<file path="src/rtl/safety_pkg.sv">
`default_nettype none
// +----------------------------------------------------------------------------+
// | safety_pkg : shared FSM encoding, thresholds and offset-binary helper      |
// | Rev 1.0                                                                    |
// +----------------------------------------------------------------------------+
package safety_pkg;

    typedef enum logic [1:0] {
        IDLE   = 2'd0,
        SAMPLE = 2'd1,
        EVAL   = 2'd2,
        UPDATE = 2'd3
    } state_t;

    localparam logic [15:0] MID     = 16'h7fff;
    localparam logic [15:0] DB_LO   = 16'h7d00;
    localparam logic [15:0] DB_HI   = 16'h8300;
    localparam logic [15:0] SIGN_HI = 16'h7ff0;
    localparam logic [15:0] SIGN_LO = 16'h800f;

    // Distance from mid-scale; full-scale high (16'hffff) yields 16'h8000.
    function automatic logic [15:0] abs_offset(input logic [15:0] x);
        return (x > MID) ? (x - MID) : (MID - x);
    endfunction

endpackage
`default_nettype wire

</file>
<file path="src/rtl/safety_eval.sv">
`default_nettype none
// +----------------------------------------------------------------------------+
// | safety_eval : shared magnitude register and pass/violation classifier     |
// | Rev 1.0                                                                    |
// +----------------------------------------------------------------------------+
module safety_eval
    import safety_pkg::*;
(
    input  logic        clk,
    input  logic        reset,
    input  logic        i_eval_en,
    input  logic [15:0] i_cur,
    input  logic [15:0] i_dac,
    output logic        o_pass,
    output logic        o_violation
);

    logic [15:0] r_abs_cur;
    logic [15:0] r_abs_dac;
    logic        w_same_sign;
    logic        w_over;

    always_ff @(posedge clk or negedge reset) begin
        if (!reset) begin
            r_abs_cur <= '0;
            r_abs_dac <= '0;
        end else if (i_eval_en) begin
            r_abs_cur <= abs_offset(i_cur);
            r_abs_dac <= abs_offset(i_dac);
        end
    end

    // Doubled command kept at 17 bits so abs_dac = 16'h8000 cannot wrap.
    always_comb begin
        o_pass      = (i_cur > DB_LO) && (i_cur < DB_HI);
        w_same_sign = ((i_cur > SIGN_HI) && (i_dac > SIGN_HI)) ||
                      ((i_cur < SIGN_LO) && (i_dac < SIGN_LO));
        w_over      = {1'b0, r_abs_cur} > {r_abs_dac, 1'b0};
        o_violation = w_same_sign && w_over && !o_pass;
    end

endmodule
`default_nettype wire

</file>
<file path="src/rtl/safety_scheduler.sv">
`default_nettype none
// +----------------------------------------------------------------------------+
// | safety_scheduler : round-robin current/command supervisor with sticky     |
// | per-channel amplifier disable and host clear handshake.  Rev 1.0          |
// +----------------------------------------------------------------------------+
module safety_scheduler
    import safety_pkg::*;
#(
    parameter int    NUM_CH      = 4,
    parameter int    FAULT_COUNT = 4,
    localparam int   CH_W        = (NUM_CH > 1) ? $clog2(NUM_CH) : 1
)(
    input  logic                 clk,
    input  logic                 reset,
    input  logic [16*NUM_CH-1:0] cur_in,
    input  logic [16*NUM_CH-1:0] dac_in,
    input  logic                 scan_en,
    input  logic                 clr_req,
    input  logic [NUM_CH-1:0]    clr_mask,
    output logic                 clr_ack,
    output logic [NUM_CH-1:0]    amp_disable,
    output logic                 fault_any,
    output logic                 scan_done,
    output logic [CH_W-1:0]      scan_ch
);

    localparam int              CNT_W   = $clog2(FAULT_COUNT + 1);
    localparam logic [CNT_W-1:0] CNT_MAX = CNT_W'(FAULT_COUNT);
    localparam logic [CH_W-1:0]  LAST_CH = CH_W'(NUM_CH - 1);

    state_t            r_state;
    state_t            w_next_state;
    logic              w_sample_en;
    logic              w_eval_en;
    logic              w_update_en;
    logic              w_clr_win;
    logic              w_clr_take;

    logic [CH_W-1:0]   r_scan_ch;
    logic              r_scan_done;
    logic              r_clr_ack;
    logic              r_fault_any;
    logic [NUM_CH-1:0] r_amp_disable;
    logic [CNT_W-1:0]  r_cnt [NUM_CH];
    logic [15:0]       r_cur;
    logic [15:0]       r_dac;

    logic [15:0]       w_cur_sel;
    logic [15:0]       w_dac_sel;
    logic [CNT_W-1:0]  w_cnt_sel;
    logic [CNT_W-1:0]  w_cnt_next;
    logic              w_pass;
    logic              w_violation;

    always_ff @(posedge clk or negedge reset) begin
        if (!reset) r_state <= IDLE;
        else        r_state <= w_next_state;
    end

    always_comb begin
        w_next_state = r_state;
        case (r_state)
            IDLE:    w_next_state = scan_en ? SAMPLE : IDLE;
            SAMPLE:  w_next_state = EVAL;
            EVAL:    w_next_state = UPDATE;
            UPDATE:  w_next_state = scan_en ? SAMPLE : IDLE;
            default: w_next_state = IDLE;
        endcase
    end

    always_comb begin
        w_sample_en = (r_state == SAMPLE);
        w_eval_en   = (r_state == EVAL);
        w_update_en = (r_state == UPDATE);
        w_clr_win   = (r_state == IDLE) || (r_state == SAMPLE);
    end

    // The ack register doubles as the one-cycle lockout between requests.
    assign w_clr_take = w_clr_win && clr_req && !r_clr_ack;

    always_comb begin
        w_cur_sel = '0;
        w_dac_sel = '0;
        w_cnt_sel = '0;
        for (int k = 0; k < NUM_CH; k++) begin
            if (CH_W'(k) == r_scan_ch) begin
                w_cur_sel = cur_in[16*k +: 16];
                w_dac_sel = dac_in[16*k +: 16];
                w_cnt_sel = r_cnt[k];
            end
        end
    end

    always_comb begin
        w_cnt_next = '0;
        if (w_violation)
            w_cnt_next = (w_cnt_sel == CNT_MAX) ? CNT_MAX : w_cnt_sel + 1'b1;
    end

    always_ff @(posedge clk or negedge reset) begin
        if (!reset) begin
            r_cur <= '0;
            r_dac <= '0;
        end else if (w_sample_en) begin
            r_cur <= w_cur_sel;
            r_dac <= w_dac_sel;
        end
    end

    safety_eval u_eval (
        .clk         (clk),
        .reset       (reset),
        .i_eval_en   (w_eval_en),
        .i_cur       (r_cur),
        .i_dac       (r_dac),
        .o_pass      (w_pass),
        .o_violation (w_violation)
    );

    // Clear and update never coincide: clear is only taken in IDLE/SAMPLE.
    always_ff @(posedge clk or negedge reset) begin
        if (!reset) begin
            for (int i = 0; i < NUM_CH; i++) r_cnt[i] <= '0;
            r_amp_disable <= '0;
        end else begin
            for (int i = 0; i < NUM_CH; i++) begin
                if (w_clr_take && clr_mask[i]) begin
                    r_cnt[i]         <= '0;
                    r_amp_disable[i] <= 1'b0;
                end else if (w_update_en && (CH_W'(i) == r_scan_ch)) begin
                    r_cnt[i] <= w_cnt_next;
                    if (w_cnt_next == CNT_MAX) r_amp_disable[i] <= 1'b1;
                end
            end
        end
    end

    always_ff @(posedge clk or negedge reset) begin
        if (!reset) begin
            r_scan_ch   <= '0;
            r_scan_done <= 1'b0;
            r_clr_ack   <= 1'b0;
            r_fault_any <= 1'b0;
        end else begin
            r_scan_done <= w_update_en && (r_scan_ch == LAST_CH);
            r_clr_ack   <= w_clr_take;
            r_fault_any <= |r_amp_disable;
            if (w_update_en)
                r_scan_ch <= ((r_scan_ch == LAST_CH) || !scan_en) ? '0 : r_scan_ch + 1'b1;
        end
    end

    assign clr_ack     = r_clr_ack;
    assign amp_disable = r_amp_disable;
    assign fault_any   = r_fault_any;
    assign scan_done   = r_scan_done;
    assign scan_ch     = r_scan_ch;

endmodule
`default_nettype wire

</file>
<file path="config.mk">
export PLATFORM = sky130hd
export DESIGN_NAME = safety_scheduler
export DESIGN_NICKNAME = d
export VERILOG_FILES = /design/src/rtl/safety_pkg.sv /design/src/rtl/safety_eval.sv /design/src/rtl/safety_scheduler.sv
export SDC_FILE = /design/constraint.sdc
export NUM_CORES = 1
export LEC_CHECK = 0
export CAP_MARGIN = 20
export CORE_UTILIZATION = 32
export DETAILED_ROUTE_END_ITERATION = 10
export GPL_ROUTABILITY_DRIVEN = 0
export HOLD_SLACK_MARGIN = 0.05
export PLACE_DENSITY_LB_ADDON = 0.2
export SLEW_MARGIN = 10
export SYNTH_ARGS = -nofsm -noshare
export SYNTH_HDL_FRONTEND = slang
export SYNTH_SLANG_ARGS = --single-unit
</file>
<file path="constraint.sdc">
create_clock -name clk -period 8.1 [get_ports clk]
set_clock_uncertainty 0.1 [all_clocks]
set_input_delay 2.43 -clock clk [delete_from_list [all_inputs] [get_ports clk]]
set_output_delay 2.43 -clock clk [all_outputs]
set_load 0.05 [all_outputs]
</file>
After elaboration in Yosys (flattened, before gate mapping)
Index checks and enable logic that the tools add are counted.

operators by class
  $add $sub $neg = 6
  reductions and logical operators = 38
  equality and inequality tests = 9
  multiplexer cells = 36
  magnitude comparators = 9

operators by type and width
  cell                                                              number
  2-to-1 mux 16 bit                                                 10
  greater-than comparator 16 x 15 -> 1 bit (second input constant)  5
  < comparator 16 bit (second input constant)                       3
  2-to-1 mux 3 bit                                                  14
  subtractor 15 x 16 -> 16 bit (first input constant)               2
  subtractor 16 x 15 -> 16 bit (second input constant)              2
  greater-than comparator 16 x 17 -> 1 bit                          1
  logical AND 1 bit                                                 16
  nonzero test 2 bit                                                8
  2-to-1 mux 1 bit                                                  10
  AND reduction 2 bit                                               4
  == test 2 bit (second input constant)                             3
  == test 3 bit (second input constant)                             2
  case mux 2 bit (3 select lines)                                   1
  == test 2 bit (first input constant)                              2
  logical NOT 2 bit                                                 2
  OR reduction 4 bit                                                1
  adder 3 x 1 -> 3 bit (second input constant)                      1
  logical NOT 1 bit                                                 3
  logical OR 1 bit                                                  3
  adder 2 x 1 -> 2 bit (second input constant)                      1
  == test 1 x 2 -> 1 bit (first input constant)                     1
  == test 2 x 1 -> 1 bit (second input constant)                    1
  2-to-1 mux 2 bit                                                  1
  OR reduction 2 bit                                                1

storage, ports and cells
  input port bits = 136
  output and inout port bits = 9
  register bits = 87

Longest topological paths before layout
Gate-level depths: netlist of run 1.

  depth after elaboration = 12
  mapped depth = 15

By module
Synthesis of run 1 repeated with hierarchy kept, for this count alone.

unflattened totals
  cell total of the unflattened synthesis = 656
  area total of the unflattened synthesis = 5,810.6 sq um

by module, submodules not included
  module            area an instance (sq um)  times used  cells an instance
  safety_scheduler  3,457.1                   1           398
  safety_eval       2,353.5                   1           258

Worst setup path before layout of run 1
No wires, ideal clock.

  path kind = input -> register
  from = input clr_req
  to = register r_cnt[4] in the netlist's numbering
  data arrival time = 3.584 ns
  path slack = 4.294 ns
  setup time = 0.122 ns
  path buffers = 0
  required time = 7.878 ns
  stages on the path = 4
  path through = nor3b_1 nand2_1 and3_1 a32o_1

between the ends
  word-level cells in the longest chain between the ends = 4
  elaborated cells on any way between the ends = 5
  classes of those cells = mux (1); reduce/logical (4)

RTL lines
  item                                                           line                     source
  start: declaration                                             safety_scheduler.sv:18   input logic clr_req,
  logical AND 1 bit * (2 in series)                              safety_scheduler.sv:79   assign w_clr_take = w_clr_win && clr_req && !r_clr_ack;
  logical AND 1 bit *                                            safety_scheduler.sv:127  if (w_clr_take && clr_mask[i]) begin
  2-to-1 mux 3 bit / nonzero test 2 bit (equally long branches)  -
  end signal: indexed assignment                                 safety_scheduler.sv:131  r_cnt[i] <= w_cnt_next;
  end: declaration                                               safety_scheduler.sv:44   logic [CNT_W-1:0] r_cnt [NUM_CH];

Mark *: on every way between the ends. The rest lies on a longest branch, timed or not.
A chain may end at the register's enable or synchronous reset.

Final worst setup path of run 1
  from = input clr_req
  to = register r_cnt[4] in the netlist's numbering

between the ends
  word-level cells in the longest chain between the ends = 4
  elaborated cells on any way between the ends = 5
  classes of those cells = mux (1); reduce/logical (4)

RTL lines
  item                                                           line                     source
  logical AND 1 bit * (2 in series)                              safety_scheduler.sv:79
  via w_clr_take                                                 safety_scheduler.sv:37   logic w_clr_take;
  logical AND 1 bit *                                            safety_scheduler.sv:127
  2-to-1 mux 3 bit / nonzero test 2 bit (equally long branches)  -

Mark *: on every way through the listed nets, which the timed path passes. The rest lies on a longest branch.

==> qor.yml, run 1 <==
synthArstFlopShare: 1.00
finalInstanceArea_um2: 7610
synth_area_um2: 5670
antenna-diode-count: 0
fin_crit_sh: 0.527
slowest_stage: "nor3b_1"
core_um2: 17300
ys_seq_area_frac: 0.384
yosys-top-cells-count: "a21oi_1 (89), dfrtp_1 (87), nor2_1 (50)"
synthTopCellsByArea: "dfrtp_1 (38%), a21oi_1 (7.9%), ha_1 (6.6%)"
rsz0062_at_grt: "false"
ctsHtreeMaxLevel: 3
cp_cell_sequence: "clkdlybuf4s50_1 > nor3b_1 > nand2_1 > and3_1 > a32o_1"
met1_usage: 0.249
yosysTopAreaCellShare: 0.384
leakage_uw: 0.00313
io_pins: 145
timing.rr.end: "amp_disable[3]$_DFFE_PN0P_"
cp-start-kind: "primary input"
synth_seq_cells: 87
vias: 5189
syn_avg_cell_area_um2: 8.64
rows: 48
r2r_start: "scan_ch[0]$_DFFE_PN0N_"
wl_um: 15800
hold_class: "register to register"
cts.sinks: 87
min_to: "r_cnt[5]$_DFFE_PN0P_"
antenna_left: 0
die_area_um2: 18200
cp_num_buf_inv: 1
worstPathArrival_ns: 4.41
grt.busiest_layer: "met2"
whs_path_depth: 1
power.density_nw_per_um2: 360
endpoint_kind: "register"
status: "completed"
fin_crit_ns: 4.27
dp_hpwl_um: 12000
worst_pin_slew_ns: 1.02
synth.most_common_cell: "a21oi_1"
worst-r2r-setup-slack_ns: 4.95
use_met3: 0.0297
cts_buffers: 9
netlist-cell-type-count: 56
hp-start: "r_cnt[5]$_DFFE_PN0P_"
grt_use_met2: 0.287
drive_above_1_share: 0.0684
fin_ws_ns: 3.83
vdd_drop_max_mv: 0.154
drt-initial-drc-count: 321
clockBufferDepth: 2
placed_cell_area_um2: 7260
drcViolationCount: 0
synth_edf_count: 0
final.setup.tns_ns: 0
syn_to_final_growth_pct: 34.3
cpPeakStageDelay_ns: 0.82
die_x_um: 135
postCtsSetupRepairBufs: 0
clock_latency_ns: 0.35
r2r_cells: 12
crit_family: "simple AND/OR/NAND/NOR gates"
wire_per_inst_um: 15.8
ys.flop_type: "dfrtp_1"
clock.fmax_mhz: 234
root_buffer: "clkbuf_16"
fin_nets: 936
cap_violations: 0
syn_nets: 822
grt_max_degree: 87
start_util: 0.328
syn_inst: 656
maxSlewViolCount: 0
viasPerCell: 5.19
hold_viol: 0
cp_max_fo: 9
dr.pass1.iters: 5
portBuffers: 144
nFillCells: 1694
grt_pass1_wl_um: 25700
required_ns: 8.23
cts_tree: "yes"
grt_overflow_total: 0
antenna_found_initial: 0
ctsResizeCount: 0
clk_pin_slew_ns: 0.07
finalSetupViolCount: 0
ys_warn_count: 0
grt_pass1_vias: 5104
grt_usage: 0.180
dp_slack_ns: 3.52
synth.largest_area_cell: "dfrtp_1"
die_y_um: 135
critPathKind: "primary input to register"
worst_slew_margin_rel: 0.317
hold_buffers: 0
-- registers in the layout, summed over array words and instances (netlist names) --
signal / count
clr_ack: 1
scan_done: 1
u_eval.r_abs_dac: 16
r_state: 2
r_cnt: 12
fault_any: 1
r_dac: 16
amp_disable: 4
scan_ch: 2
r_cur: 16
u_eval.r_abs_cur: 16
-- final cells by class --
type / count / area [um2] / area share
multi-input combinational: 482 / 3170 / 0.416
sequential: 87 / 2180 / 0.286
timing repair buffer: 152 / 1510 / 0.199
tap: 225 / 282 / 0.0370
clock buffer: 9 / 225 / 0.0296
inverter: 38 / 143 / 0.0187
clock inverter: 7 / 103 / 0.0135
-- power by group --
group	total (uW)	internal, uW	switching (uW)
logic	1420	618	805
clock network	456	274	182
registers	856	626	231
-- worst max-delay path by stage --
stage                  from                          to  slack [ns]  depth (start not counted)
floorplan           clr_req        r_cnt[4]$_DFFE_PN0P_        4.29                          4
global placement    clr_req  amp_disable[1]$_DFFE_PN0P_        3.57                          5
detailed placement  clr_req        r_cnt[6]$_DFFE_PN0P_        3.52                          5
CTS                 clr_req        r_cnt[6]$_DFFE_PN0P_        3.88                          5
global route        clr_req        r_cnt[7]$_DFFE_PN0P_        3.67                          5
finish              clr_req        r_cnt[4]$_DFFE_PN0P_        3.83                          5
-- cell usage in the layout, fill, tap and decap left out, drive strengths merged, types with 3 or more instances in the layout --
cell type,synthesis,layout
clkdlybuf4s50,0,143
a21oi,90,90
dfrtp,87,87
nor2,50,50
inv,38,40
nand2,39,39
nor2b,37,37
nor3,36,36
a221oi,32,32
o21ai,30,30
ha,30,30
xor2,15,15
mux2,12,12
a32o,12,12
nand4,10,10
nand3,10,10
clkbuf,42,9
buf,7,9
xnor2,8,8
and3,8,8
nor4,6,6
mux2i,5,5
or4,4,4
nand2b,4,4
nor3b,3,3
a211o,3,3
o22ai,3,3
a22oi,3,3
and4,3,3
or2,3,3
-- cell families (layout without fill, tap and decap cells) --
group	count (synthesis)	after routing	synth area share
AO/OA/AOI/OAI	190	190	0.216
XOR/XNOR	23	23	0.0355
adder cells (fa/ha/maj)	30	30	0.0662
buffers and inverters	87	206	0.0585
flip-flops	87	87	0.384
multiplexers	17	17	0.0327
AND/OR/NAND/NOR	222	222	0.207
-- layer usage --
layer | vias up | share of wire
li1 | 2597 | -
met1 | 2441 | 0.49
met2 | 141 | 0.46
met3 | 10 | 0.044
met4 | 0 | 0.0095
met5 | - | 0
-- metrics by stage --
stage               power, uW   util  hold WS [ns]  instances
finish                   2740  0.440         0.390       1000
global route             3000  0.440         0.412       1000
CTS                      2760  0.439         0.392        999
detailed placement       2290  0.420         0.375        983
global placement         2230  0.420         0.377        983
floorplan                1870      -         0.357        656
-- worst reg2reg max path: cells and delay by family (launching register included) --
kind | cells | cell delay (ns)
adders and majority gates | 2 | 0.33
buffers and inverters | 4 | 0.77
and+or+nand+nor | 1 | 0.41
AOI/OAI and AO/OA | 5 | 1.03
DFF | 1 | 0.44
(Power assumes the default switching activity.)
==> run 2, diff against run 1 <==
Clock period 8.1 ns to 4.5 ns, I/O delays scaled along.
==> run 2 against run 1 <==
Effect of this change: critical path depth down 4; flip-flop and latch count unchanged; wire length up 0.11%; hold slack better by 0.012 ns; clock power up 53%; final area down 0.82%; core utilization down 0.36 points; sequential power up 80%; die area unchanged; via count up 0.58%; combinational power up 82%; global-route usage down 0.065 points; largest power group unchanged; highest routed layer unchanged.
==> qor.yml, run 2 (same netlist as run 1, synthesis figures left out) <==
status: "completed"
fin_util: 0.436  # -0.00362
clk_pin_slew_ns: 0.06  # about the same
antenna_found_initial: 0  # unchanged
grt_pass1_vias: 5111  # +0.14%
worstSetupPathDepth: 1  # -4
grt_overflow_total: 0  # unchanged
slowest_stage: "clkdlybuf4s50_1"
cpPeakStageDelay_ns: 0.86  # +0.04 ns
critPathKind: "register to primary output"
portBuffers: 144  # unchanged
nFillCells: 1708  # +0.83%
r2r_cells: 13  # +1
ctsResizeCount: 0  # unchanged
clockBufferDepth: 2  # unchanged
grt_usage: 0.179  # -0.000649
final_cell_mix: "clkdlybuf4s50_1 (143), a21oi_1 (89), dfrtp_1 (87)"
dr.pass1.iters: 5  # unchanged
met1_usage: 0.247  # -0.00242
clock.fmax_mhz: 326
cp_cell_sequence: "clkdlybuf4s50_1"
io_pins: 145  # unchanged
finalSetupViolCount: 0  # unchanged
hold_class: "register to register"
rsz0062_at_grt: "false"
worstPathArrival_ns: 1.62  # -2.79 ns
final.setup.tns_ns: 0  # unchanged
grt_max_degree: 77  # -11%
hold_viol: 0  # unchanged
drive_above_1_share: 0.0658  # -0.00258
finalInstanceArea_um2: 7550  # -0.82%
die_y_um: 135  # unchanged
power.density_nw_per_um2: 638  # +77%
fin_crit_ns: 3.07
cts_tree: "yes"
use_met3: 0.0315  # +0.00188
fin_ws_ns: 1.43  # -2.39 ns
cts.sinks: 87  # unchanged
wl_um: 15800  # +0.11%
wire_per_inst_um: 15.8  # +0.11%
min_to: "r_cnt[5]$_DFFE_PN0P_"
viasPerCell: 5.22  # +0.58%
rows: 48  # unchanged
drt-initial-drc-count: 351  # +9.3%
layout.cells.most_common: "clkdlybuf4s50_1"
antenna_left: 0  # unchanged
final_cells: 1000  # unchanged
endpoint_kind: "primary output"
vias: 5219  # +0.58%
drcViolationCount: 0  # unchanged
crit_family: "buffers and inverters"
start_util: 0.328  # unchanged
dp.cells: 984  # +0.10%
worst_pin_slew_ns: 0.963  # -0.0584 ns
postCtsSetupRepairBufs: 0  # unchanged
worst_slew_margin_rel: 0.358  # +0.0404
die_x_um: 135  # unchanged
hp-start: "r_cnt[5]$_DFFE_PN0P_"
die_area_um2: 18200  # unchanged
dp_hpwl_um: 12000  # +0.64%
grt_pass1_wl_um: 25800  # +0.24%
clock_latency_ns: 0.34  # about the same
required_ns: 3.05  # -5.18 ns
dp_slack_ns: 1.53  # -1.99 ns
worst-r2r-setup-slack_ns: 1.55  # -3.40 ns
cp-start-kind: "register"
whs_path_depth: 1  # unchanged
cp_max_fo: 5  # -4
placed_cell_area_um2: 7270  # +0.10%
syn_to_final_growth_pct: 33.2
leakage_uw: 0.00310  # -0.81%
ctsHtreeMaxLevel: 3  # unchanged
hold_buffers: 0  # unchanged
startpoint: "scan_ch[0]$_DFFE_PN0N_"
vdd_drop_max_mv: 0.233  # +52%
maxSlewViolCount: 0  # unchanged
cts_buffers: 9  # unchanged
fin_crit_sh: 0.681
antenna-diode-count: 0  # unchanged
cp_num_buf_inv: 1  # unchanged
cap_violations: 0  # unchanged
fin_nets: 936  # unchanged
grt_use_met2: 0.282  # -0.00484
r2r_start: "scan_ch[1]$_DFFE_PN0N_"
timing.rr.end: "r_cnt[2]$_DFFE_PN0P_"
core_um2: 17300  # unchanged
grt.busiest_layer: "met2"
root_buffer: "clkbuf_16"
run 2: metrics by stage:
| stage | power, uW | hold WS, ns |
|---|---|---|
| global route | 5280 | 0.414 |
| global placement | 4030 | 0.380 |
| detailed placement | 4120 | 0.385 |
| CTS | 4840 | 0.402 |
| finish | 4820 | 0.402 |
| floorplan | 3360 | 0.357 |
run 2: layer usage:
layer | vias to the layer above | wire [um]
met5 | - | 0
met4 | 0 | 204
met3 | 13 | 842
met2 | 160 | 7300
met1 | 2443 | 7490
li1 | 2603 | -
run 2: report_power, final:
group / internal, uW / switching (uW) / leakage, uW / total [uW]
clock network: 403 / 296 / 0.000136 / 699
logic: 1120 / 1460 / 0.00191 / 2580
registers: 1130 / 412 / 0.00105 / 1540
run 2: how the worst max path moves through the flow:
stage / endpoint
floorplan: r_cnt[2]$_DFFE_PN0P_
global placement: amp_disable[1]$_DFFE_PN0P_
detailed placement: amp_disable[2]$_DFFE_PN0P_
CTS: scan_ch[0]
global route: r_cnt[2]$_DFFE_PN0P_
finish: scan_ch[0]
run 2: final cells by class:
| class | instances | area [um2] | area share |
|---|---|---|---|
| clock buffers | 13 | 260 | 0.0345 |
| clock inverters | 3 | 17.5 | 0.00232 |
| inverters | 38 | 143 | 0.0189 |
| multi-input cells | 482 | 3170 | 0.420 |
| flip-flops and latches | 87 | 2180 | 0.288 |
| well taps | 225 | 282 | 0.0373 |
| repair buffers | 152 | 1500 | 0.199 |
